<file path="src/rtl/pipelined_select_adder_pkg.sv">
// Shared helpers for the pipelined carry-select adder: block count and
// elaboration-time configuration check.
package adder_pkg;

  function automatic int nblk(input int width, input int block);
    return width / block;
  endfunction

  // WIDTH must split into whole blocks, and blocks must spread evenly over stages.
  function automatic bit cfg_ok(input int width, input int block, input int stages);
    return (block > 0) && (stages > 0) && (width % block == 0) &&
           ((width / block) % stages == 0);
  endfunction

endpackage

</file>
<file path="src/rtl/pipelined_select_adder_if.sv">
// Operand/result handshake bundle for pipelined_select_adder.
interface adder_if #(
    parameter int WIDTH = 16
);
    logic             in_valid;
    logic             in_ready;
    logic [WIDTH-1:0] a;
    logic [WIDTH-1:0] b;
    logic             sub;
    logic             cin;
    logic             out_valid;
    logic             out_ready;
    logic [WIDTH-1:0] sum;
    logic             co;
    logic             ov;

    modport master (
        output in_valid, a, b, sub, cin, out_ready,
        input  in_ready, out_valid, sum, co, ov
    );

    modport slave (
        input  in_valid, a, b, sub, cin, out_ready,
        output in_ready, out_valid, sum, co, ov
    );
endinterface

</file>
<file path="src/rtl/pipelined_select_adder_select_block.sv">
// One carry-select block: sums for carry-in 0 and 1 computed in parallel,
// then selected by the incoming block carry.
module select_block #(
    parameter int BLOCK = 4
) (
    input  logic [BLOCK-1:0] i_a,
    input  logic [BLOCK-1:0] i_b,
    input  logic             i_c,
    output logic [BLOCK-1:0] o_s,
    output logic             o_co
);
    logic [BLOCK:0] w_r0;
    logic [BLOCK:0] w_r1;

    assign w_r0 = {1'b0, i_a} + {1'b0, i_b};
    assign w_r1 = {1'b0, i_a} + {1'b0, i_b} + {{BLOCK{1'b0}}, 1'b1};
    assign {o_co, o_s} = i_c ? w_r1 : w_r0;
endmodule

</file>
<file path="src/rtl/pipelined_select_adder.sv">
// Pipelined carry-select adder/subtractor; each register stage resolves an
// equal share of the blocks, with valid/ready chaining between stages.
module pipelined_select_adder
    import adder_pkg::*;
#(
    parameter int WIDTH  = 16,
    parameter int BLOCK  = 4,
    parameter int STAGES = 2
) (
    input  logic  i_clk,
    input  logic  i_rst_n,
    adder_if.slave io
);
    localparam int NBLK = nblk(WIDTH, BLOCK);
    localparam int BPS  = NBLK / STAGES;
    localparam int MSB  = WIDTH - 1;

    // sum: resolved low bits; c: carry into the next unresolved block;
    // a/b: effective operands still needed downstream (MSBs feed OV).
    typedef struct packed {
        logic [WIDTH-1:0] sum;
        logic             c;
        logic [WIDTH-1:0] a;
        logic [WIDTH-1:0] b;
    } pl_t;

    if (!cfg_ok(WIDTH, BLOCK, STAGES)) begin : g_bad_cfg
        $error("pipelined_select_adder: WIDTH/BLOCK/STAGES do not partition evenly");
    end

    pl_t w_in;
    assign w_in = '{sum: '0, c: io.cin ^ io.sub, a: io.a, b: io.b ^ {WIDTH{io.sub}}};

    for (genvar s = 0; s < STAGES; s++) begin : g_stg
        localparam int SLO = s * BPS * BLOCK;

        pl_t                        w_src;
        pl_t                        w_nx;
        pl_t                        r_pl;
        logic                       r_vld;
        logic                       w_up;
        logic                       w_ld;
        logic [BPS-1:0][BLOCK-1:0]  w_bs;

        if (s == 0) begin : g_head
            assign w_src = w_in;
            assign w_up  = io.in_valid;
        end else begin : g_body
            assign w_src = g_stg[s-1].r_pl;
            assign w_up  = g_stg[s-1].r_vld;
        end

        // A stage may take a new beat when it is empty or its occupant leaves.
        if (s == STAGES - 1) begin : g_tail_ld
            assign w_ld = !r_vld || io.out_ready;
        end else begin : g_mid_ld
            assign w_ld = !r_vld || g_stg[s+1].w_ld;
        end

        for (genvar j = 0; j < BPS; j++) begin : g_blk
            localparam int K  = s * BPS + j;
            localparam int LO = K * BLOCK;

            logic             w_ci;
            logic             w_co;
            logic [BLOCK-1:0] w_s;

            if (j == 0) begin : g_ci_stage
                assign w_ci = w_src.c;
            end else begin : g_ci_chain
                assign w_ci = g_blk[j-1].w_co;
            end

            if (K == 0) begin : g_ripple
                assign {w_co, w_s} = {1'b0, w_src.a[LO +: BLOCK]} +
                                     {1'b0, w_src.b[LO +: BLOCK]} +
                                     {{BLOCK{1'b0}}, w_ci};
            end else begin : g_select
                select_block #(.BLOCK(BLOCK)) u_sel (
                    .i_a  (w_src.a[LO +: BLOCK]),
                    .i_b  (w_src.b[LO +: BLOCK]),
                    .i_c  (w_ci),
                    .o_s  (w_s),
                    .o_co (w_co)
                );
            end

            assign w_bs[j] = w_s;
        end

        always_comb begin
            w_nx                       = w_src;
            w_nx.sum[SLO +: BPS*BLOCK] = w_bs;
            w_nx.c                     = g_blk[BPS-1].w_co;
        end

        // Payload loads only on a real transfer; bubbles keep stale data.
        always_ff @(posedge i_clk or negedge i_rst_n) begin
            if (!i_rst_n) begin
                r_vld <= 1'b0;
                r_pl  <= '0;
            end else if (w_ld) begin
                r_vld <= w_up;
                if (w_up) r_pl <= w_nx;
            end
        end
    end

    pl_t  w_last;
    logic w_unused_ab;

    assign w_last       = g_stg[STAGES-1].r_pl;
    assign w_unused_ab  = ^{w_last.a[MSB-1:0], w_last.b[MSB-1:0]};

    assign io.in_ready  = g_stg[0].w_ld;
    assign io.out_valid = g_stg[STAGES-1].r_vld;
    assign io.sum       = w_last.sum;
    assign io.co        = w_last.c;
    assign io.ov        = (w_last.a[MSB] == w_last.b[MSB]) && (w_last.sum[MSB] != w_last.a[MSB]);
endmodule

</file>
<file path="src/flat_wrapper.sv">
// flat-port wrapper written by rule: the top's interface ports become plain ports
module pipelined_select_adder_flat import adder_pkg::*;
#(
    parameter int WIDTH  = 16,
    parameter int BLOCK  = 4,
    parameter int STAGES = 2
)
  (i_clk, i_rst_n, io_in_valid, io_a, io_b, io_sub, io_cin, io_out_ready, io_in_ready, io_out_valid, io_sum, io_co, io_ov);
  adder_if #(.WIDTH(WIDTH)) io_i ();
  input  logic i_clk;
  input  logic i_rst_n;
  input wire logic [$bits(io_i.in_valid)-1:0] io_in_valid;
  input wire logic [$bits(io_i.a)-1:0] io_a;
  input wire logic [$bits(io_i.b)-1:0] io_b;
  input wire logic [$bits(io_i.sub)-1:0] io_sub;
  input wire logic [$bits(io_i.cin)-1:0] io_cin;
  input wire logic [$bits(io_i.out_ready)-1:0] io_out_ready;
  output wire logic [$bits(io_i.in_ready)-1:0] io_in_ready;
  output wire logic [$bits(io_i.out_valid)-1:0] io_out_valid;
  output wire logic [$bits(io_i.sum)-1:0] io_sum;
  output wire logic [$bits(io_i.co)-1:0] io_co;
  output wire logic [$bits(io_i.ov)-1:0] io_ov;
  assign io_i.in_valid = io_in_valid;
  assign io_i.a = io_a;
  assign io_i.b = io_b;
  assign io_i.sub = io_sub;
  assign io_i.cin = io_cin;
  assign io_i.out_ready = io_out_ready;
  assign io_in_ready = io_i.in_ready;
  assign io_out_valid = io_i.out_valid;
  assign io_sum = io_i.sum;
  assign io_co = io_i.co;
  assign io_ov = io_i.ov;
  pipelined_select_adder #(.WIDTH(WIDTH), .BLOCK(BLOCK), .STAGES(STAGES)) u_core (.i_clk(i_clk), .i_rst_n(i_rst_n), .io(io_i));
endmodule
</file>
<file path="config.mk">
export PLATFORM = sky130hd
export DESIGN_NAME = pipelined_select_adder_flat
export DESIGN_NICKNAME = d
export VERILOG_FILES = /design/src/rtl/pipelined_select_adder_pkg.sv /design/src/rtl/pipelined_select_adder_if.sv /design/src/rtl/pipelined_select_adder_select_block.sv /design/src/rtl/pipelined_select_adder.sv /design/src/flat_wrapper.sv
export SDC_FILE = /design/constraint.sdc
export NUM_CORES = 1
export LEC_CHECK = 0
export ABC_AREA = 1
export CELL_PAD_IN_SITES_DETAIL_PLACEMENT = 0
export CELL_PAD_IN_SITES_GLOBAL_PLACEMENT = 2
export CORE_AREA = 3 3 98 138
export DETAILED_ROUTE_END_ITERATION = 10
export DIE_AREA = 0 0 101 141
export PLACE_DENSITY_LB_ADDON = 0.1
export SETUP_SLACK_MARGIN = 0.2
export SLEW_MARGIN = 20
export SYNTH_ARGS = -nofsm -noshare
export SYNTH_HDL_FRONTEND = slang
export SYNTH_HIERARCHICAL = 1
export SYNTH_SLANG_ARGS = --single-unit
</file>
<file path="constraint.sdc">
create_clock -name i_clk -period 2.6 [get_ports i_clk]
set_input_delay 0.52 -clock i_clk [delete_from_list [all_inputs] [get_ports i_clk]]
set_output_delay 0.52 -clock i_clk [all_outputs]
set_load 0.03 [all_outputs]
</file>
Word-level counts from Yosys, hierarchy flattened
Cells that the tools add are included.
{"block": "totals", "reg_bits": 92, "latchBits": 0, "mem_bits_rw": 0, "mem_bits_ro": 0, "n_memories": 0}
{"block": "classes", "addsub": 8, "multipliers": 0, "div_mod_pow": 0, "magnitude_cmp": 0, "n_eq_ne": 2, "shift": 0, "n_mux": 3, "bitwise": 2, "n_reduce_logical": 7}
{"cell": "4-bit by 4-bit adder with 5-bit output", "n": 4}
{"cell": "16-bit bitwise XOR", "n": 1}
{"cell": "5-bit by 1-bit adder with 5-bit output (second input constant)", "n": 3}
{"cell": "5-bit 2-to-1 mux", "n": 3}
{"cell": "5-bit by 1-bit adder with 5-bit output", "n": 1}
{"cell": "2-bit AND reduction", "n": 2}
{"cell": "1-bit zero test", "n": 2}
{"cell": "1-bit logical OR", "n": 2}
{"cell": "1-bit == test", "n": 1}
{"cell": "1-bit logical AND", "n": 1}
{"cell": "1-bit != test", "n": 1}
{"cell": "1-bit bitwise XOR", "n": 1}

Logic depth before layout (Yosys ltp)
Gate-level depths: netlist (run 1).
{"block": "logic_depth", "ltp_word": 4, "ltp_mapped": 18, "mapped_depth_nobuf": 18}

By module
The synthesis (run 1) kept the hierarchy.
{"mod": "pipelined_select_adder", "instances": 1, "cells_per_inst": 238, "area_each_um2": 2245.9, "seq_area_each_um2": 1151.1}
{"mod": "select_block (u_core.g_stg[0].g_blk[1].g_select.u_sel ...)", "instances": 2, "cells_per_inst": 47, "area_each_um2": 265.3, "seq_area_each_um2": 0.0}
{"mod": "select_block (u_core.g_stg[1].g_blk[1].g_select.u_sel)", "instances": 1, "cells_per_inst": 51, "area_each_um2": 292.8, "seq_area_each_um2": 0.0}

Worst setup path after synthesis (run 1)
OpenSTA, ideal clock, no wires.
{"block": "synth_path", "path_kind": "input to register", "start": "input port io_sub", "end": "register u_core/g_stg[0].r_pl[40] in the netlist's numbering", "setup_time_ps": 116, "arrival_time_ps": 2451, "required_time_ps": 2484, "setup_slack_ps": 32, "path_stages": 15, "path_buffers": 2, "path_cell_list": "buf_6 -> buf_6 -> xor2_1 -> fa_1 -> fa_1 -> a21oi_1 -> o21bai_1 -> nand2_1 -> nor2_1 -> nand3_1 -> inv_1 -> nand2_1 -> nand2_1 -> nand2_1 -> nand2_1"}
{"block": "synth_via", "elab_chain_len": 4, "elab_cells_between_ends": 7, "cone_classes": "add/sub (4); mux (1); bitwise (2)"}
{"item": "start, declared", "line": "flat_wrapper.sv:15", "source": "input wire logic [$bits(io_i.sub)-1:0] io_sub;"}
{"item": "16-bit bitwise XOR", "line": "pipelined_select_adder.sv:32", "source": "assign w_in = '{sum: '0, c: io.cin ^ io.sub, a: io.a, b: io.b ^ {WIDTH{io.sub}}};"}
{"item": "4-bit by 4-bit adder with 5-bit output", "line": "pipelined_select_adder.sv:75", "source": "assign {w_co, w_s} = {1'b0, w_src.a[LO +: BLOCK]} +"}
{"item": "5-bit by 1-bit adder with 5-bit output (*)", "line": "pipelined_select_adder.sv:76", "source": "{1'b0, w_src.b[LO +: BLOCK]} +"}
{"item": "named net u_core.g_stg[0].g_blk[0].w_co", "line": "pipelined_select_adder.sv:65", "source": "logic w_co;"}
{"item": "5-bit 2-to-1 mux (*)", "line": "pipelined_select_adder_select_block.sv:17", "source": "assign {o_co, o_s} = i_c ? w_r1 : w_r0;"}
{"item": "named net u_core.g_stg[0].g_blk[1].w_s[3]", "line": "pipelined_select_adder.sv:66", "source": "logic [BLOCK-1:0] w_s;"}
{"item": "end signal, assigned", "line": "pipelined_select_adder.sv:104", "source": "if (w_up) r_pl <= w_nx;"}
{"item": "end, declared", "line": "pipelined_select_adder.sv:39", "source": "pl_t r_pl;"}
Mark *: on every way through the listed nets, which the timed path passes. The rest lies on a longest branch.
A chain may end at the register's enable or synchronous reset.

Final worst setup path (run 1)
{"block": "layout_path", "start": "register u_core/g_stg[0].r_pl[24] in the netlist's numbering", "end": "register u_core.g_stg[1].r_pl (netlist bit u_core/io.sum[15])"}
{"block": "layout_via", "elab_chain_len": 4}
{"item": "4-bit by 4-bit adder with 5-bit output (*)", "line": "pipelined_select_adder_select_block.sv:15, pipelined_select_adder_select_block.sv:16"}
{"item": "5-bit by 1-bit adder with 5-bit output", "line": "pipelined_select_adder_select_block.sv:16", "source": "assign w_r1 = {1'b0, i_a} + {1'b0, i_b} + {{BLOCK{1'b0}}, 1'b1};"}
{"item": "5-bit 2-to-1 mux (*)", "line": "pipelined_select_adder_select_block.sv:17"}
{"item": "named net u_core.g_stg[1].g_blk[0].w_co", "line": "pipelined_select_adder.sv:65"}
{"item": "5-bit 2-to-1 mux (*)", "line": "pipelined_select_adder_select_block.sv:17"}
{"item": "named net u_core.g_stg[1].g_blk[1].w_s[3]", "line": "pipelined_select_adder.sv:66"}
{"item": "end signal, assigned", "line": "pipelined_select_adder.sv:104"}
{"item": "end, declared", "line": "pipelined_select_adder.sv:39"}
Marked as above.

==> flow_metrics.py, run 1 <==
metrics = {
    "sta": {
        "worst_slew_margin_rel_pct": 66.4,
        "skew_ns": 0.00453,
        "maxSlewViolCount": 0,
        "worst_pin_slew_ns": 0.502,
        "period_minus_slack_ns": 2.37,
        "post-route-period-util_pct": 91.2,
        "timing_hold_violations_final": 0,
        "setup_repair_after_global_routing_missed_its_margin": "yes",
        "max_freq_ghz": 0.422,
        "finalSetupViolCount": 0,
        "timing.final.ws_setup_ns": 0.229,
    },
    "floorplanning": {
        "die-area_um2": 14200,
        "die-width_um": 101,
        "initial_core_util_pct": 24.8,
        "floorplan.core_area_um2": 12400,
        "die_height_um": 141,
        "rows": 48,
        "ios": 58,
    },
    "place": {
        "place.port_buffers": 57,
        "instance_area_after_placement_um2": 3740,
        "dp_hpwl_mm": 5.76,
        "dpl.cell_count": 579,
        "dp_slack_ns": -0.322,
        "final_weighted_congestion_of_routability_driven_global_placement": 0.774,
    },
    "worst_setup_path": {
        "worst_ep_required_time_ns": 2.82,
        "critPathLaunch": "u_core/g_stg[0].r_pl[24]",
        "critPathMaxFanout": 4,
        "timing.critical_path.from_type": "flip-flop",
        "endpoint_kind": "flip-flop",
        "worst-endpoint-arrival_ns": 2.59,
        "worstReg2RegStart": "u_core/g_stg[0].r_pl[24]",
        "critPathKind": "flip-flop to flip-flop",
    },
    "global_routing": {
        "first_pass_grt_wire_length_mm": 12.8,
        "grt_util_all_layers_pct": 11.4,
        "grt_pass1_vias": 2639,
        "pin_count_of_the_biggest_net_entering_global_routing": 32,
        "grt_overflow": 0,
        "antenna_found_initial": 0,
    },
    "logic_synthesis": {
        "synth_area_um2": 3070,
        "synth_top_cells_by_area": "sky130_fd_sc_hd__dfrtp_1, sky130_fd_sc_hd__nand2_1, sky130_fd_sc_hd__ha_1, sky130_fd_sc_hd__nand3_1, sky130_fd_sc_hd__buf_4",
        "synth-seq-area-share_pct": 37.5,
        "synthArstFlopShare_pct": 100,
        "synth-warning-count": 6,
        "synth_flop_cell": "sky130_fd_sc_hd__dfrtp_1",
        "ys_seq_elements": 46,
        "synth_largest_area_cell": "sky130_fd_sc_hd__dfrtp_1",
        "synthMostInstantiatedCell": "sky130_fd_sc_hd__nand2_1",
        "post_synth_most_frequent_cells": "sky130_fd_sc_hd__nand2_1, sky130_fd_sc_hd__dfrtp_1, sky130_fd_sc_hd__inv_1",
        "count_of_flip_flops_with_a_built_in_enable_after_synthesis": 0,
        "synthesized_area_per_cell_um2": 8.01,
        "syn_inst": 383,
        "postSynthNetCount": 444,
        "synth.top_cell.area_share_pct": 37.5,
        "synthDistinctLibCells": 27,
    },
    "layout": {
        "final_design_area_no_fill_um2": 4100,
        "nets": 510,
        "drive_gt1_share_pct": 18.0,
        "insertedDiodeCount": 0,
        "area_growth_syn_to_layout_pct": 33.6,
        "layout.cells.non_filler": 600,
    },
    "cts": {
        "clk-insertion-delay-late_ns": 0.29,
        "cts_bufs_inserted": 5,
        "ctsLongestPathBuffers": 2,
        "cts_sinks": 46,
        "worst_setup_hold_path_clk_slew_ns": 0.06,
        "clockRootBuffer": "sky130_fd_sc_hd__clkbuf_16",
        "tritoncts": "built",
        "post_cts_hold_buffer_count": 0,
        "htreeDepth": 2,
    },
    "route": {
        "route.vias.total": 2541,
        "drt-initial-drc-count": 68,
        "drt.antenna.violating_nets": 0,
        "drt_first_pass_iters": 4,
        "post-route-drc-count": 0,
        "vias_per_cell": 4.24,
        "totalWireLength_mm": 7.28,
        "avgRoutedWirePerCell_um": 12.1,
    },
    "run": {
        "max_cap_violations": 0,
    },
    "power": {
        "power_density_nw_per_um2": 822,
        "power.leakage_nw": 2.04,
        "power_w": 0.00337,
        "ir_worst_vdd_v": 0.000290,
    },
    "worst_hold_path": {
        "timing.hold.worst.class": "primary input to asynchronous set/reset pin",
    },
    "run_status": {
        "result_of_the_run": "complete, no violations",
    },
}
## what timing repair did
action                                  4_1_cts  5_1_grt
pin swaps                                    20       18
setup buffers                                 8        5
gates resized for setup                      15       16
hold endpoints to repair                      0        0
endpoints found under the setup margin        8        9
## power by group
part / internal (W) / total (W) / switching [W]
sequential: 0.000924 / 0.00105 / 0.000127
combinational: 0.000683 / 0.00158 / 0.000902
clock: 0.000454 / 0.000735 / 0.000280
total: 0.00206 / 0.00337 / 0.00131
## layer usage
layer	track usage, %	share of wire [%]
met2	20.7	54
met3	1.83	3.3
met1	13.2	41
met4	3.99	1.7
met5	0	0
## critical path, stage by stage, from the launching register on
cell,delay [ns]
sky130_fd_sc_hd__dfrtp_1,0.38
sky130_fd_sc_hd__ha_2,0.19
sky130_fd_sc_hd__inv_2,0.05
sky130_fd_sc_hd__fa_1,0.42
sky130_fd_sc_hd__inv_1,0.07
sky130_fd_sc_hd__ha_2,0.16
sky130_fd_sc_hd__nand2_2,0.07
sky130_fd_sc_hd__nor2_4,0.13
sky130_fd_sc_hd__nand4_1,0.09
sky130_fd_sc_hd__nand2_2,0.15
sky130_fd_sc_hd__nand2_2,0.07
sky130_fd_sc_hd__inv_2,0.06
sky130_fd_sc_hd__nand2_2,0.05
sky130_fd_sc_hd__nor2_1,0.10
sky130_fd_sc_hd__nand3_1,0.07
sky130_fd_sc_hd__nand2_1,0.09
sky130_fd_sc_hd__nor2_2,0.04
sky130_fd_sc_hd__a21oi_2,0.11
## stage by stage
| step | setup TNS (ns) | hold WS [ns] | util [%] |
|---|---|---|---|
| after floorplan | 0 | 0.224 | - |
| after global placement | -1.20 | 0.453 | 30.3 |
| after detailed placement | -1.41 | 0.458 | 30.3 |
| after CTS | 0 | 0.152 | 32.5 |
| after global routing | -0.00443 | 0.161 | 33.1 |
| final | 0 | 0.139 | 33.1 |
## cells by family after synthesis
group | count (synthesis) | share of synthesized area (%)
flip-flops | 46 | 37.5
adder cells (fa/ha/maj) | 23 | 10.6
AND/OR/NAND/NOR | 191 | 27.3
XOR/XNOR | 23 | 6.56
AO/OA/AOI/OAI | 30 | 5.54
buffers and inverters | 70 | 12.5
## flip-flops by register name, summed over array words and instances, names as in the netlist
name / count
u_core/io.co: 1
u_core/g_stg.g_blk.w_ci: 1
u_core/g_stg.r_pl: 26
u_core/io.out_valid: 1
u_core/g_stg.r_vld: 1
u_core/io.sum: 16
## worst paths after layout
path	to	slack, ns	cells past startpoint
hold / removal	u_core/g_stg[0].r_pl[36]	0.14	1
max in group asynchronous	u_core/g_stg[0].r_pl[31]	1.90	2
setup / recovery	u_core/io.sum[15]	0.23	17
min in group i_clk	u_core/io.sum[13]	0.47	2
setup reg to reg	u_core/io.sum[15]	0.23	17
hold reg to reg	u_core/io.sum[13]	0.47	2
## cells in the final DEF (no fill, tap or decap), types with 2 or more instances in the layout
| master | instances |
|---|---|
| sky130_fd_sc_hd__nand3_1 | 34 |
| sky130_fd_sc_hd__clkdlybuf4s50_1 | 50 |
| sky130_fd_sc_hd__nor2_4 | 3 |
| sky130_fd_sc_hd__dfrtp_1 | 46 |
| sky130_fd_sc_hd__fa_1 | 3 |
| sky130_fd_sc_hd__dlymetal6s2s_1 | 3 |
| sky130_fd_sc_hd__buf_4 | 28 |
| sky130_fd_sc_hd__nand2_4 | 3 |
| sky130_fd_sc_hd__xor2_2 | 3 |
| sky130_fd_sc_hd__nand2_2 | 12 |
| sky130_fd_sc_hd__nand4_1 | 2 |
| sky130_fd_sc_hd__clkbuf_16 | 5 |
| sky130_fd_sc_hd__dlygate4sd2_1 | 2 |
| sky130_fd_sc_hd__inv_2 | 4 |
| sky130_fd_sc_hd__xor2_1 | 8 |
| sky130_fd_sc_hd__o21ai_0 | 15 |
| sky130_fd_sc_hd__nor2_1 | 13 |
| sky130_fd_sc_hd__xnor2_1 | 12 |
| sky130_fd_sc_hd__inv_1 | 38 |
| sky130_fd_sc_hd__nand3_2 | 2 |
| sky130_fd_sc_hd__fa_2 | 2 |
| sky130_fd_sc_hd__ha_2 | 4 |
| sky130_fd_sc_hd__o21ai_1 | 2 |
| sky130_fd_sc_hd__a21oi_1 | 5 |
| sky130_fd_sc_hd__ha_1 | 14 |
| sky130_fd_sc_hd__o21ai_2 | 4 |
| sky130_fd_sc_hd__nand2_1 | 119 |
## final cells by class
cell class                 count  area, um2
tap                          150        188
clock inverter                 2       37.5
fill                        1369       8270
multi-input combinational    267       1630
inverter                      42        158
timing repair buffer          87        807
clock buffer                   6        129
sequential                    46       1150
(Power assumes the default switching activity.)
==> run 2: changes to the inputs <==
- CORE_AREA: 3 3 98 138 -> 3 3 90 126
- DIE_AREA: 0 0 101 141 -> 0 0 93 129
==> run 2 against run 1 <==
  * Die area fell by 16%
  * First-iteration DRC count fell by 12%
  * Core utilization rose by 5.7 points
  * Count of clock-buffer cells in the layout did not move
  * Clock power fell by 1%
  * Routed wire length fell by 7.4%
==> flow_metrics.py, run 2 (synthesized netlist as in run 1, its figures left out) <==
metrics = {
    "global_routing": {
        "grt_overflow": 0,
        "grt_util_all_layers_pct": 11.9,
        "grt_pass1_vias": 2365,
        "first_pass_grt_wire_length_mm": 11.1,
        "pin_count_of_the_biggest_net_entering_global_routing": 27,
        "antenna_found_initial": 0,
    },
    "power": {
        "share_of_total_power_in_combinational_logic_pct": 46.3,
        "power_density_nw_per_um2": 824,
        "power.leakage_nw": 1.99,
        "total_switching_power_w": 0.00128,
        "swShare_pct": 38.7,
        "p_seq_share_pct": 31.8,
        "ir_worst_vdd_v": 0.000262,
        "p_int_w": 0.00203,
        "power_w": 0.00331,
        "power.share.clock_pct": 22.0,
    },
    "worst_setup_path": {
        "critical-path-slowest-cell": "sky130_fd_sc_hd__fa_1",
        "delay_of_the_slowest_critical_path_stage_ns": 0.43,
        "path_cells": "ha_2 > inv_2 > fa_1 > inv_1 > ha_2 > nand2_2 > nor2_4 > nand3_1 > nand2_1 > nand2_2 > nand2_1 > inv_2 > nand2_2 > nor2_1 > nand3_1 > nand2_1 > nor2_1 > a21oi_1",
        "timing.critical_path.from_type": "flip-flop",
        "worst_ep_required_time_ns": 2.76,
        "critPathKind": "flip-flop to flip-flop",
        "endpoint_kind": "flip-flop",
        "critPathMaxFanout": 5,
        "worst-endpoint-arrival_ns": 2.54,
    },
    "sta": {
        "max_freq_ghz": 0.419,
        "period_minus_slack_ns": 2.39,
        "setup_repair_after_global_routing_missed_its_margin": "yes",
        "timing.final.ws_setup_ns": 0.213,
        "worst_slew_margin_rel_pct": 62.6,
        "post-route-period-util_pct": 91.8,
        "finalSetupTns_ns": 0,
        "finalSetupViolCount": 0,
        "timing_hold_violations_final": 0,
        "skew_ns": 0.00796,
        "maxSlewViolCount": 0,
        "worst_pin_slew_ns": 0.561,
    },
    "cts": {
        "tritoncts": "built",
        "ctsLongestPathBuffers": 2,
        "clockRootBuffer": "sky130_fd_sc_hd__clkbuf_16",
        "post_cts_hold_buffer_count": 0,
        "htreeDepth": 2,
        "cts_bufs_inserted": 5,
        "clk-insertion-delay-late_ns": 0.29,
        "cts_sinks": 46,
        "worst_setup_hold_path_clk_slew_ns": 0.07,
    },
    "layout": {
        "layout.cells.most_common": "sky130_fd_sc_hd__nand2_1",
        "layout.cells.most_common_list": "sky130_fd_sc_hd__nand2_1, sky130_fd_sc_hd__clkdlybuf4s50_1, sky130_fd_sc_hd__dfrtp_1",
        "regMostFlops": "u_core/g_stg.r_pl",
        "insertedDiodeCount": 0,
        "layout.cells.non_filler": 578,
        "nets": 500,
        "largest_reg_flops": 26,
        "final_util_pct": 38.9,
        "filler_cell_count": 1135,
        "drive_gt1_share_pct": 15.2,
        "area_growth_syn_to_layout_pct": 31.0,
    },
    "floorplanning": {
        "initial_core_util_pct": 29.7,
        "die-area_um2": 12000,
        "floorplan.core_area_um2": 10300,
        "die_height_um": 129,
        "rows": 44,
        "die-width_um": 93,
        "ios": 58,
    },
    "route": {
        "drt-initial-drc-count": 60,
        "vias_per_cell": 4.24,
        "avgRoutedWirePerCell_um": 11.7,
        "drt_first_pass_iters": 5,
        "post-route-drc-count": 0,
        "drt.antenna.violating_nets": 0,
        "totalWireLength_mm": 6.74,
        "route.vias.total": 2453,
    },
    "place": {
        "final_weighted_congestion_of_routability_driven_global_placement": 0.806,
        "dp_slack_ns": -0.308,
        "dp_hpwl_mm": 5.39,
        "dpl.cell_count": 565,
        "place.port_buffers": 57,
    },
    "worst_hold_path": {
        "timing.hold.worst.class": "primary input to asynchronous set/reset pin",
    },
    "run": {
        "max_cap_violations": 0,
    },
    "run_status": {
        "result_of_the_run": "complete, no violations",
    },
}
## run 2: changes by cell type in the layout (fill, tap and decap cells not counted), sizes merged
cell	previous run	this run
buf	31	22
dlymetal6s2s	3	2
clkdlybuf4s50	50	51
clkbuf	7	6
## run 2: stage by stage
| step | hold slack (ns) | cell area [um2] |
|---|---|---|
| finish | 0.214 | 4020 |
| detailed placement | 0.458 | 3740 |
| global placement | 0.453 | 3740 |
| floorplan | 0.224 | 3110 |
| CTS | 0.235 | 3980 |
| global route | 0.267 | 4020 |
## run 2: metal layers
layer,vias to the layer above,share of wire (%),track usage (%),routed length (um)
met4,0,1.6,4.40,108
met5,-,0,0,0
met3,6,3.9,1.93,266
li1,1288,-,-,-
met1,1111,42,13.8,2840
met2,48,52,21.7,3530
## run 2: area by class of cell
cell class	instances	area (um2)	area share (%)
Clock buffer	6	129	3.20
Tap cell	138	173	4.29
Multi-Input combinational cell	267	1620	40.4
Inverter	42	158	3.92
Sequential cell	46	1150	28.6
Timing Repair Buffer	77	751	18.7
Clock inverter	2	37.5	0.933
## run 2: final timing paths
kind	slack, ns	end	depth (start not counted)	start
worst max-delay path	0.21	u_core/io.sum[15]	18	u_core/g_stg[0].r_pl[8]
worst max register to register	0.21	u_core/io.sum[15]	18	u_core/g_stg[0].r_pl[8]
worst min register to register	0.47	u_core/io.sum[12]	2	u_core/io.sum[12]
min in group i_clk	0.47	u_core/io.sum[12]	2	u_core/io.sum[12]
worst min-delay path	0.21	u_core/g_stg[0].r_pl[25]	1	i_rst_n
max in group asynchronous	1.86	u_core/g_stg[0].r_vld	2	i_rst_n
## run 2: worst max-delay path, delay by kind of cell (launching register included)
family	cells	cell delay [ns]
flops	1	0.38
simple gates	11	0.87
buf+inv	3	0.17
compound gates	1	0.05
fa+ha+maj	3	0.78
## run 2: power by group through the flow
| stage | combinational (W) | clock (W) | sequential [W] |
|---|---|---|---|
| final | 0.00153 | 0.000728 | 0.00105 |
| after global routing | 0.00171 | 0.000769 | 0.00108 |
| after CTS | 0.00154 | 0.000757 | 0.00106 |
| after detailed placement | 0.00150 | 0 | 0.00107 |
| after global placement | 0.00149 | 0 | 0.00106 |
| after floorplan | 0.00115 | 0 | 0.00105 |
## run 2: what timing repair did
action / CTS / global route
cloned: 0 / 0
resized for setup: 16 / 9
buffers inserted: 4 / 1
setup endpoints to repair: 8 / 8
pin swaps: 16 / 10
==> run 3: changes to the inputs <==
- SETUP_SLACK_MARGIN: 0.2 -> 0.02
==> run 3 against run 2 <==
  * First-iteration DRC count up 18%
  * Sequential power about the same
  * Via count down 0.41%
  * Core utilization down 0.99 points
  * Global-route usage down 0.14 points
  * Critical path depth down 1
  * Largest cell class unchanged
  * Die area unchanged
  * Cell area down 2.6%
  * Count of clock-buffer cells in the layout down 1
==> flow_metrics.py, run 3 (synthesized netlist as in run 1, its figures left out) <==
metrics = {
    "global_routing": {
        "antenna_found_initial": 0,
        "first_pass_grt_wire_length_mm": 11.0,
        "pin_count_of_the_biggest_net_entering_global_routing": 28,
        "grt_overflow": 0,
        "grt_pass1_vias": 2400,
        "grt_util_all_layers_pct": 11.7,
    },
    "place": {
        "final_weighted_congestion_of_routability_driven_global_placement": 0.823,
        "dpl.cell_count": 564,
        "place.port_buffers": 57,
        "dp_hpwl_mm": 5.28,
    },
    "worst_setup_path": {
        "worst_path_top_cell_family_by_delay": "simple AND/OR/NAND/NOR gates",
        "delay_of_the_slowest_critical_path_stage_ns": 0.52,
        "endpoint_kind": "flip-flop",
        "critPathMaxFanout": 4,
        "critPathKind": "flip-flop to flip-flop",
        "worst-endpoint-arrival_ns": 2.59,
        "cp_common_cell": "sky130_fd_sc_hd__nand2_1",
        "path_cells": "ha_2 > inv_1 > fa_1 > inv_1 > ha_1 > nand2_2 > nor2_4 > nand3_1 > nand2_1 > nand2_2 > nand2_1 > nor2_4 > nand3_1 > nand2_1 > nand2_1 > nand3_1 > nand2_1",
        "worst_ep_required_time_ns": 2.78,
        "timing.critical_path.from_type": "flip-flop",
        "crit_buf_inv": 2,
        "critical-path-slowest-cell": "sky130_fd_sc_hd__fa_1",
    },
    "floorplanning": {
        "die-area_um2": 12000,
        "ios": 58,
        "initial_core_util_pct": 29.7,
        "die_height_um": 129,
        "rows": 44,
        "floorplan.core_area_um2": 10300,
        "die-width_um": 93,
    },
    "run": {
        "max_cap_violations": 0,
    },
    "layout": {
        "largest_reg_flops": 26,
        "layout.cells.most_common_list": "sky130_fd_sc_hd__nand2_1, sky130_fd_sc_hd__clkdlybuf4s50_1, sky130_fd_sc_hd__dfrtp_1",
        "filler_cell_count": 1129,
        "nets": 500,
        "insertedDiodeCount": 0,
        "drive_gt1_share_pct": 13.4,
        "layout.cells.most_common": "sky130_fd_sc_hd__nand2_1",
        "area_growth_syn_to_layout_pct": 27.7,
        "regMostFlops": "u_core/g_stg.r_pl",
        "layout.cells.non_filler": 577,
    },
    "cts": {
        "clk-insertion-delay-late_ns": 0.29,
        "htreeDepth": 2,
        "tritoncts": "built",
        "ctsLongestPathBuffers": 2,
        "cts_sinks": 46,
        "clockRootBuffer": "sky130_fd_sc_hd__clkbuf_16",
        "cts_bufs_inserted": 5,
        "worst_setup_hold_path_clk_slew_ns": 0.06,
    },
    "sta": {
        "finalSetupViolCount": 0,
        "skew_ns": 0.00558,
        "post-route-period-util_pct": 92.8,
        "final_hold_slack_ns": 0.236,
        "max_freq_ghz": 0.414,
        "maxSlewViolCount": 0,
        "period_minus_slack_ns": 2.41,
        "setup_repair_after_global_routing_missed_its_margin": "yes",
        "worst_pin_slew_ns": 0.590,
        "timing_hold_violations_final": 0,
        "worst_slew_margin_rel_pct": 60.6,
    },
    "route": {
        "totalWireLength_mm": 6.60,
        "drt.antenna.violating_nets": 0,
        "drt-initial-drc-count": 71,
        "post-route-drc-count": 0,
        "avgRoutedWirePerCell_um": 11.4,
        "route.vias.total": 2443,
        "vias_per_cell": 4.23,
        "drt_first_pass_iters": 4,
    },
    "run_status": {
        "result_of_the_run": "complete, no violations",
    },
    "power": {
        "power_density_nw_per_um2": 811,
        "power.leakage_nw": 1.95,
        "ir_worst_vdd_v": 0.000261,
    },
    "worst_hold_path": {
        "timing.hold.worst.class": "primary input to asynchronous set/reset pin",
    },
}
==> run 3: power by group <==
part	switching [W]	internal [W]	total (W)
Clock	0.000265	0.000350	0.000615
Sequential	0.000125	0.000924	0.00105
Combinational	0.000868	0.000646	0.00151
==> run 3: timing repair <==
| action | in CTS | in global routing |
|---|---|---|
| setup endpoints to repair | 7 | 6 |
| setup buffers | 0 | 6 |
| resized for setup | 4 | 10 |
| hold buffers | 0 | 0 |
| pin swaps | 0 | 7 |
==> run 3: cell type report <==
| type | count | area (um2) | share of cell area [%] |
|---|---|---|---|
| clock buffers | 5 | 125 | 3.19 |
| well taps | 138 | 173 | 4.41 |
| repair buffers | 77 | 731 | 18.6 |
| clock inverters | 2 | 15.0 | 0.383 |
| flip-flops and latches | 46 | 1150 | 29.4 |
| inverters | 42 | 158 | 4.02 |
| multi-input cells | 267 | 1570 | 40.0 |
==> run 3: per-stage QoR <==
step	utilization, %	setup slack, ns	TNS [ns]	power, W	area [um2]
4_1_cts	37.2	0.0201	0	0.00319	3850
6_report	37.9	0.186	0	0.00318	3920
2_1_floorplan	-	0.0323	0	0.00219	3070
3_5_place_dp	35.7	-0.478	-2.08	0.00256	3700
3_3_place_gp	35.7	-0.406	-1.80	0.00254	3700
5_1_grt	37.9	-0.00186	-0.00186	0.00344	3920
==> run 3: worst paths after layout <==
path                                          from                        to  slack [ns]  cells past startpoint
min                                        i_rst_n         u_core/io.sum[11]        0.24                      1
max                        u_core/g_stg[0].r_pl[8]              u_core/io.co        0.19                     17
max in group asynchronous                  i_rst_n  u_core/g_stg[0].r_pl[31]        1.84                      2
min reg2reg                      u_core/io.sum[12]         u_core/io.sum[12]        0.47                      2
min in group i_clk               u_core/io.sum[12]         u_core/io.sum[12]        0.47                      2
max reg2reg                u_core/g_stg[0].r_pl[8]              u_core/io.co        0.19                     17
==> run 3: metal layers <==
metal | global-route usage [%] | vias to the layer above | wire, um
met4 | 4.31 | 0 | 115
met3 | 2.05 | 7 | 235
met1 | 13.4 | 1103 | 2820
met5 | 0 | - | 0
li1 | - | 1290 | -
met2 | 21.6 | 43 | 3430
